[config.mk]
export PLATFORM = sky130hd
export DESIGN_NAME = inst_fetch_queue_flat
export DESIGN_NICKNAME = d
export VERILOG_FILES = /design/src/rtl/inst_fetch_queue_if.sv /design/src/rtl/inst_fetch_queue.sv /design/src/flat_wrapper.sv
export SDC_FILE = /design/constraint.sdc
export NUM_CORES = 1
export LEC_CHECK = 0
export ABC_CLOCK_PERIOD_IN_PS = 4500
export CAP_MARGIN = 20
export CORE_MARGIN = 4
export CORE_UTILIZATION = 54
export DETAILED_ROUTE_END_ITERATION = 6
export GPL_ROUTABILITY_DRIVEN = 0
export PLACE_DENSITY = 0.79
export SETUP_SLACK_MARGIN = 0.4
export SLEW_MARGIN = 20
export SYNTH_ARGS = -nofsm -noshare
export SYNTH_HDL_FRONTEND = slang
export SYNTH_HIERARCHICAL = 1
export SYNTH_SLANG_ARGS = --single-unit
[constraint.sdc]
create_clock -name clk -period 4.5 [get_ports clk]
set_input_delay 1.35 -clock clk [delete_from_list [all_inputs] [get_ports clk]]
set_output_delay 1.35 -clock clk [all_outputs]
set_load 0.02 [all_outputs]
[src/rtl/inst_fetch_queue_if.sv]
// Fetch/decode handshake bundle for the instruction fetch queue.
// master = the fetch/decode pair driving the queue, slave = the queue itself.
interface inst_fetch_queue_if #(
  parameter int WIDTH    = 32,
  parameter int PC_WIDTH = 32,
  parameter int DEPTH    = 4
);
  localparam int AW = $clog2(DEPTH);

  logic                flush;
  logic                in_valid;
  logic                in_ready;
  logic [WIDTH-1:0]    in_inst;
  logic [PC_WIDTH-1:0] in_pc;
  logic                out_valid;
  logic                out_ready;
  logic [WIDTH-1:0]    out_inst;
  logic [PC_WIDTH-1:0] out_pc;
  logic [AW:0]         count;

  modport master (
    output flush, in_valid, in_inst, in_pc, out_ready,
    input  in_ready, out_valid, out_inst, out_pc, count
  );

  modport slave (
    input  flush, in_valid, in_inst, in_pc, out_ready,
    output in_ready, out_valid, out_inst, out_pc, count
  );
endinterface

[src/rtl/inst_fetch_queue.sv]
// DEPTH-entry first-word-fall-through queue of {pc, inst} pairs between
// fetch and decode. Flush drops every buffered entry on a redirect.

// One storage slot. No reset: contents are only observed through valid.
module inst_fetch_queue_entry #(
  parameter int EW = 64
) (
  input  logic          clk,
  input  logic          we,
  input  logic [EW-1:0] d,
  output logic [EW-1:0] q
);
  // capture the incoming entry when this slot is the write target
  always_ff @(posedge clk) begin
    if (we) q <= d;
  end
endmodule

module inst_fetch_queue #(
  parameter int WIDTH    = 32,
  parameter int PC_WIDTH = 32,
  parameter int DEPTH    = 4
) (
  input  logic                 clk,
  input  logic                 rst,
  inst_fetch_queue_if.slave    q
);
  localparam int AW = $clog2(DEPTH);
  localparam logic [AW:0] FULL = (AW+1)'(DEPTH);

  typedef struct packed {
    logic [PC_WIDTH-1:0] pc;
    logic [WIDTH-1:0]    inst;
  } fq_entry_t;

  localparam int EW = $bits(fq_entry_t);

  logic [AW-1:0]               wr_ptr, rd_ptr;
  logic [AW:0]                 count;
  logic                        full, empty, push, pop, wr_en;
  fq_entry_t                   din, head;
  logic [DEPTH-1:0][EW-1:0]    ent_q;
  logic [DEPTH-1:0]            ent_we;

  // Ready/valid come only from registered occupancy, so a pop never opens
  // a slot for a push in the same cycle and there is no out_ready->in_ready path.
  assign full   = (count == FULL);
  assign empty  = (count == '0);
  assign push   = q.in_valid & ~full;
  assign pop    = ~empty & q.out_ready;
  // A flushed or reset cycle must not leave a stale write behind.
  assign wr_en  = push & rst & ~q.flush;

  assign din.pc   = q.in_pc;
  assign din.inst = q.in_inst;

  // one slot per entry; write enable decoded from wr_ptr
  for (genvar i = 0; i < DEPTH; i++) begin : g_ent
    assign ent_we[i] = wr_en & (wr_ptr == AW'(i));
    inst_fetch_queue_entry #(.EW(EW)) u_ent (
      .clk (clk),
      .we  (ent_we[i]),
      .d   (din),
      .q   (ent_q[i])
    );
  end

  // pointer and occupancy bookkeeping; reset beats flush beats handshakes
  always_ff @(posedge clk) begin
    if (!rst) begin
      wr_ptr <= '0;
      rd_ptr <= '0;
      count  <= '0;
    end else if (q.flush) begin
      wr_ptr <= '0;
      rd_ptr <= '0;
      count  <= '0;
    end else begin
      if (push) wr_ptr <= wr_ptr + 1'b1;
      if (pop)  rd_ptr <= rd_ptr + 1'b1;
      case ({push, pop})
        2'b10:   count <= count + 1'b1;
        2'b01:   count <= count - 1'b1;
        default: count <= count;
      endcase
    end
  end

  // head fall-through, forced to zero when nothing is buffered
  always_comb begin
    head = fq_entry_t'(ent_q[rd_ptr]);
    if (empty) head = '0;
  end

  assign q.in_ready  = ~full;
  assign q.out_valid = ~empty;
  assign q.out_inst  = head.inst;
  assign q.out_pc    = head.pc;
  assign q.count     = count;
endmodule
[src/flat_wrapper.sv]
// flat-port wrapper written by rule: the top's interface ports become plain ports
module inst_fetch_queue_flat 
#(
  parameter int WIDTH    = 32,
  parameter int PC_WIDTH = 32,
  parameter int DEPTH    = 4
)
  (clk, rst, q_flush, q_in_valid, q_in_inst, q_in_pc, q_out_ready, q_in_ready, q_out_valid, q_out_inst, q_out_pc, q_count);
  inst_fetch_queue_if #(.WIDTH(WIDTH), .PC_WIDTH(PC_WIDTH), .DEPTH(DEPTH)) q_i ();
  input  logic clk;
  input  logic rst;
  input wire logic [$bits(q_i.flush)-1:0] q_flush;
  input wire logic [$bits(q_i.in_valid)-1:0] q_in_valid;
  input wire logic [$bits(q_i.in_inst)-1:0] q_in_inst;
  input wire logic [$bits(q_i.in_pc)-1:0] q_in_pc;
  input wire logic [$bits(q_i.out_ready)-1:0] q_out_ready;
  output wire logic [$bits(q_i.in_ready)-1:0] q_in_ready;
  output wire logic [$bits(q_i.out_valid)-1:0] q_out_valid;
  output wire logic [$bits(q_i.out_inst)-1:0] q_out_inst;
  output wire logic [$bits(q_i.out_pc)-1:0] q_out_pc;
  output wire logic [$bits(q_i.count)-1:0] q_count;
  assign q_i.flush = q_flush;
  assign q_i.in_valid = q_in_valid;
  assign q_i.in_inst = q_in_inst;
  assign q_i.in_pc = q_in_pc;
  assign q_i.out_ready = q_out_ready;
  assign q_in_ready = q_i.in_ready;
  assign q_out_valid = q_i.out_valid;
  assign q_out_inst = q_i.out_inst;
  assign q_out_pc = q_i.out_pc;
  assign q_count = q_i.count;
  inst_fetch_queue #(.WIDTH(WIDTH), .PC_WIDTH(PC_WIDTH), .DEPTH(DEPTH)) u_core (.clk(clk), .rst(rst), .q(q_i));
endmodule
==> results.yml, run 1 <==
status:
  outcome: "completed"
worst_setup_path:
  slowest_delay_ns: 0.64
  rr_startpoint: "u_core/q.count[2]$_SDFFE_PP0P_"
  start_kind: "flop"
  crit_path_end_kind: "output port"
  ff2ff_setup_slack_ns: 1.79
  cpMaxStageDelayCell: "dfxtp_4"
  path_class: "flop to output port"
  reg2reg_to: "u_core/q.count[2]$_SDFFE_PP0P_"
  critPathArrivalTime_ns: 2.59
  r2r_cells: 9
  worstPathMaxFanout: 39
  cp_data_required_time_ns: 3.15
  path_cells: "buf_12 -> mux4_2 -> and2_1 -> clkdlybuf4s50_1"
clock_tree:
  path_clk_slew_ns: 0.06
  cts_buffers: 26
  cts_tree: "built"
  clk_latency_ns: 0.51
  cts_setup_buffers: 0
  root_buffer: "clkbuf_16"
  clkSinkCount: 263
  cts_buffer_depth: 3
  htree_levels: 1
min_path:
  whs_path_depth: 2
  hp-class: "flop to flop"
  hold_start: "u_core/wr_ptr[0]$_SDFFE_PP0P_"
  hold_path_end: "u_core/wr_ptr[0]$_SDFFE_PP0P_"
power:
  p_leak_nw: 4.02
  max-vdd-ir-drop_uv: 377
  power_density_nw_per_um2: 417
placed_design:
  portBuffers: 137
  dpl_cell_area_um2: 11800
  dp.cells: 806
  place.detailed.hpwl_mm: 10.8
detailed_routing:
  dr.pass1.iters: 4
  ant_nets: 0
  wl_per_cell_um: 21.7
  drc: 0
  vias: 4827
  routed_wl_mm: 18.5
  vias_per_cell: 5.65
  drtIter0Drc: 373
layout:
  area.growth.synth_to_final_pct: 26.0
  ff_latch_area_um2: 7840
  diodes: 0
  nFillCells: 1093
  drive_gt1_share_pct: 19.2
  multiInputGateArea_um2: 2130
  fin_util_pct: 70.0
  fin_nets: 680
  fin_cells: 854
  final_area_um2: 12700
sta:
  hold_viol: 0
  fin_hold_ws_ns: 0.527
  slew_headroom_pct: 58.8
  rsz0062_at_grt: "false"
  finalCritPeriodShare_pct: 87.7
  setup_viol: 0
  min_period_ns: 3.94
  fin_setup_tns_ns: 0
  fin_skew_ns: 0.00782
  timing.fmax_mhz: 254
  drv_slew: 0
  tightest_slew_ns: 0.618
synthesis:
  synth_top_area_share_pct: 76.2
  yosysTopAreaCell: "edfxtp_1"
  ys_async_sr_fraction_pct: 0
  syn_inst: 454
  synth-edff-count: 256
  ys_ff_latch: 263
  syn_nets: 529
  yosysWarnings: 6
  syn_avg_cell_area_um2: 22.2
  netlist_top_cells_area: "edfxtp_1 (76%), mux4_2 (14%), and2_1 (4.0%), dfxtp_1 (1.4%), ha_1 (0.62%)"
  synth_seq_area_share_pct: 77.6
  netlist_area_um2: 10100
  ys_types: 25
  synthFlopType: "edfxtp_1"
global_route:
  antenna_found_initial: 1
  track_usage_pct: 18.5
  grt_max_degree: 66
  grt_first_pass_wirelength_mm: 29.5
  grt_pass1_vias: 5275
  grt-ovfl-total: 0
floorplan:
  die_area_um2: 20900
  die_h_um: 145
  ios: 138
  fp-row-count: 49
  start_util_pct: 55.6
  core_area_um2: 18100
  dieWidth_um: 145
run:
  drv_cap: 0
## cells in the final DEF, fill, tap and decap left out
| cell | instances |
|---|---|
| dfxtp_1 | 5 |
| nand2b_1 | 1 |
| edfxtp_1 | 256 |
| clkdlybuf4s50_1 | 137 |
| nor2b_1 | 1 |
| o31ai_2 | 1 |
| clkinv_2 | 3 |
| buf_6 | 1 |
| clkinv_4 | 1 |
| or3_1 | 1 |
| and3_4 | 4 |
| o311ai_0 | 1 |
| and2_0 | 1 |
| clkbuf_1 | 7 |
| nand2_1 | 1 |
| clkbuf_16 | 27 |
| or3b_1 | 1 |
| o21ai_0 | 2 |
| buf_12 | 6 |
| nor2_1 | 5 |
| dfxtp_4 | 2 |
| nand4_1 | 2 |
| bufinv_16 | 4 |
| o31ai_1 | 1 |
| mux4_2 | 64 |
| ha_1 | 5 |
| and2_1 | 64 |
| clkbuf_8 | 6 |
| a21oi_1 | 2 |
| or3_4 | 1 |
| inv_1 | 7 |
| fa_1 | 1 |
| xor2_1 | 4 |
## worst max-delay path, delay by kind of cell, from the launching register on
| family | cells | cell delay, ns |
|---|---|---|
| buf+inv | 2 | 0.86 |
| flops | 1 | 0.64 |
| mux | 1 | 0.38 |
| simple gates | 1 | 0.19 |
## timing repair
item	4_1_cts	5_1_grt
resized for setup	1	1
endpoints found under the setup margin	31	7
hold buffers	0	0
## state kept, by name, indices dropped and copies added (netlist names)
| register | count |
|---|---|
| u_core/rd_ptr | 2 |
| u_core/g_ent.u_ent/q | 256 |
| u_core/wr_ptr | 2 |
| u_core/q.count | 3 |
## worst max path at each step
| stage | from | endpoint | slack (ns) | cells past startpoint |
|---|---|---|---|---|
| after floorplan | rst | u_core/g_ent[0].u_ent/q[0]$_DFFE_PP_ | 0.84 | 2 |
| after global placement | u_core/q.count[2]$_SDFFE_PP0P_ | q_out_pc[20] | 0.95 | 3 |
| after detailed placement | u_core/q.count[0]$_SDFFE_PP0P_ | q_out_pc[20] | 0.85 | 3 |
| after CTS | u_core/rd_ptr[0]$_SDFFE_PP0P_ | q_out_pc[8] | 0.45 | 4 |
| after global routing | u_core/rd_ptr[1]$_SDFFE_PP0P_ | q_out_pc[20] | 0.47 | 4 |
| final | u_core/rd_ptr[1]$_SDFFE_PP0P_ | q_out_pc[31] | 0.56 | 4 |
## cell families after synthesis
logic type | share of synthesized area [%]
xor gates and xnor gates | 0.347
buffers and inverters | 1.51
muxes | 14.3
DFF | 77.6
adders and majority gates | 0.819
and+or+nand+nor | 4.96
AOI/OAI and AO/OA | 0.484
## layout make-up
cell class / count / share of cell area, %
Sequential cell: 263 / 61.6
Clock inverter: 8 / 1.13
Timing Repair Buffer: 144 / 11.8
Tap cell: 229 / 2.25
Multi-Input combinational cell: 163 / 16.8
Inverter: 7 / 0.207
Clock buffer: 40 / 6.17
## power by group
| part | internal, mW | switching, mW |
|---|---|---|
| combinational | 0.169 | 0.158 |
| clock | 1.43 | 0.829 |
| sequential | 2.71 | 0.00819 |
| total | 4.31 | 0.995 |
## metrics by stage
step | total power, mW | worst slack [ns]
after global routing | 5.49 | 0.472
after floorplan | 2.92 | 0.838
after detailed placement | 3.10 | 0.851
after global placement | 3.09 | 0.952
final | 5.30 | 0.555
after CTS | 5.36 | 0.449
## per-layer routing
layer / share of wire [%] / wire length [µm] / GRT usage (%)
met3: 6.5 / 1200 / 3.81
met5: 0.070 / 13 / 0
met4: 1.7 / 306 / 4.47
met2: 50 / 9320 / 29.6
met1: 42 / 7700 / 27.0
## cell usage after synthesis (all sizes together), types with 2 or more instances
cell type	instances
nand4	2
edfxtp	256
ha	5
clkbuf	8
o31ai	2
nor2	5
a21oi	2
and3	4
and2	65
buf	13
or3	2
mux4	64
inv	7
dfxtp	7
o21ai	2
xor2	4
No activity file was read; power rests on OpenSTA's default activity.
==> inputs of run 2 (changes only) <==
--- a/config.mk
+++ b/config.mk
@@ -13,7 +13,7 @@
 export GPL_ROUTABILITY_DRIVEN = 0
 export PLACE_DENSITY = 0.79
 export SETUP_SLACK_MARGIN = 0.4
-export SLEW_MARGIN = 20
+export SLEW_MARGIN = 0
 export SYNTH_ARGS = -nofsm -noshare
 export SYNTH_HDL_FRONTEND = slang
 export SYNTH_HIERARCHICAL = 1
==> results of run 2 <==
No change in the layout: final DEF, timing and power equal those of run 1.
==> inputs of run 3 (changes only) <==
--- a/config.mk
+++ b/config.mk
@@ -8,10 +8,9 @@
 export ABC_CLOCK_PERIOD_IN_PS = 4500
 export CAP_MARGIN = 20
 export CORE_MARGIN = 4
-export CORE_UTILIZATION = 54
+export CORE_UTILIZATION = 50
 export DETAILED_ROUTE_END_ITERATION = 6
-export GPL_ROUTABILITY_DRIVEN = 0
-export PLACE_DENSITY = 0.79
+export PLACE_DENSITY = 0.74
 export SETUP_SLACK_MARGIN = 0.4
 export SLEW_MARGIN = 0
 export SYNTH_ARGS = -nofsm -noshare
==> results.yml, run 3 (synthesis results as in run 1) <==
layout:
  final_common_cell: "edfxtp_1"
  drive_gt1_share_pct: 19.4
  fin_util_pct: 64.7
  mostFrequentLayoutCells: "edfxtp_1 (256), clkdlybuf4s50_1 (137), mux4_2 (64), and2_1 (64), clkbuf_16 (27)"
  reg.largest.list: "u_core/g_ent.u_ent/q: 256 flops, u_core/q.count: 3 flops"
  area.growth.synth_to_final_pct: 26.0
  diodes: 0
  top_register: "u_core/g_ent.u_ent/q"
  fin_nets: 694
  largest_reg_flops: 256
floorplan:
  fp-row-count: 51
  dieWidth_um: 150
  ios: 138
  start_util_pct: 51.3
  die_area_um2: 22500
  die_h_um: 150
  core_area_um2: 19700
detailed_routing:
  dr.pass1.iters: 4
  routed_wl_mm: 18.7
  vias: 4875
  drtIter0Drc: 286
  wl_per_cell_um: 20.7
  ant_nets: 0
  vias_per_cell: 5.39
  drc: 0
sta:
  fin_setup_tns_ns: 0
  fin_hold_ws_ns: 0.516
  setup_viol: 0
  rsz0062_at_grt: "false"
  layout_setup_ws_ns: 0.564
  finalCritPeriodShare_pct: 87.5
  min_period_ns: 3.94
  hold_viol: 0
  slew_headroom_pct: 59.1
  tightest_slew_ns: 0.613
  fin_skew_ns: 0.0119
  timing.fmax_mhz: 254
  drv_slew: 0
worst_setup_path:
  path_depth: 4
  reg2reg_to: "u_core/q.count[2]$_SDFFE_PP0P_"
  cp_top_family: "buffers and inverters"
  slowest_delay_ns: 0.70
  start_kind: "flop"
  crit_path_end_kind: "output port"
  setup.worst_path.start: "u_core/rd_ptr[1]$_SDFFE_PP0P_"
  worstPathMaxFanout: 33
  cp_data_required_time_ns: 3.15
  critPathCapture: "q_out_pc[27]"
  cpMaxStageDelayCell: "dfxtp_4"
  path_class: "flop to output port"
  critPathArrivalTime_ns: 2.59
  ff2ff_setup_slack_ns: 1.83
  critPathBufInv: 2
  path_cells: "buf_12 -> mux4_2 -> and2_1 -> clkdlybuf4s50_1"
  r2r_cells: 9
  rr_startpoint: "u_core/q.count[2]$_SDFFE_PP0P_"
clock_tree:
  root_buffer: "clkbuf_16"
  clkSinkCount: 263
  postCtsHoldBufs: 0
  cts_tree: "built"
  path_clk_slew_ns: 0.06
  htree_levels: 1
  clk_latency_ns: 0.51
  cts_buffers: 27
  cts_buffer_depth: 3
placed_design:
  place_ws_ns: 0.896
  gp_congestion: 0.751
  portBuffers: 137
  place.detailed.hpwl_mm: 11.0
power:
  total_power_mw: 5.05
  power_density_nw_per_um2: 397
  p_leak_nw: 4.02
  max-vdd-ir-drop_uv: 380
run:
  drv_cap: 0
global_route:
  grt_first_pass_wirelength_mm: 29.0
  antenna_found_initial: 0
  grt_pass1_vias: 5178
  grt_max_degree: 66
  track_usage_pct: 16.9
  grt-ovfl-total: 0
min_path:
  hp-class: "flop to flop"
status:
  outcome: "completed"
## run 3: metrics by stage
stage,cells,instance area (µm²)
final,904,12700
after global routing,904,12700
after CTS,894,12600
after detailed placement,845,11800
after global placement,845,11800
after floorplan,454,10100
## run 3: timing repair
item                       4_1_cts  5_1_grt
resized for setup                1        2
buffers inserted                 0       10
pin swaps                        0        0
setup endpoints to repair       55       37
## run 3: worst register-to-register path: stages, from the launching register on
cell and delay (ns):
dfxtp_1 0.42, or3b_1 0.45, and2_0 0.30, inv_1 0.11, ha_1 0.20, inv_1 0.06, fa_1 0.37, xor2_1 0.17
or3_1 0.34, a21oi_1 0.17
## run 3: worst min-delay path by stage
stage,startpoint,to,cells after the start
after floorplan,u_core/wr_ptr[0]$_SDFFE_PP0P_,u_core/wr_ptr[0]$_SDFFE_PP0P_,2
after global placement,u_core/wr_ptr[0]$_SDFFE_PP0P_,u_core/wr_ptr[0]$_SDFFE_PP0P_,2
after detailed placement,u_core/wr_ptr[0]$_SDFFE_PP0P_,u_core/wr_ptr[0]$_SDFFE_PP0P_,2
after CTS,u_core/wr_ptr[0]$_SDFFE_PP0P_,u_core/wr_ptr[0]$_SDFFE_PP0P_,2
after global routing,u_core/wr_ptr[0]$_SDFFE_PP0P_,u_core/wr_ptr[0]$_SDFFE_PP0P_,2
final,u_core/wr_ptr[0]$_SDFFE_PP0P_,u_core/wr_ptr[0]$_SDFFE_PP0P_,2
## run 3: report_power, final
group	internal, mW	switching (mW)	total [mW]
logic	0.172	0.157	0.329
registers	2.71	0.00897	2.72
clock network	1.17	0.829	2.00
total	4.05	0.995	5.05
## run 3: metal layers
layer | vias up | GRT usage, % | part of all wire [%]
met4 | 0 | 4.12 | 1.7
met5 | - | 0 | 0
met2 | 148 | 28.3 | 51
met1 | 2524 | 23.1 | 41
li1 | 2173 | - | -
met3 | 30 | 3.27 | 6.2
## run 3: area by class of cell
type,instances,area [µm²]
clock buffer,41,728
clock inverter,8,65.1
fill,1377,6940
inverter,7,26.3
multi-input combinational,163,2130
sequential,263,7840
tap,265,332
timing repair buffer,157,1600
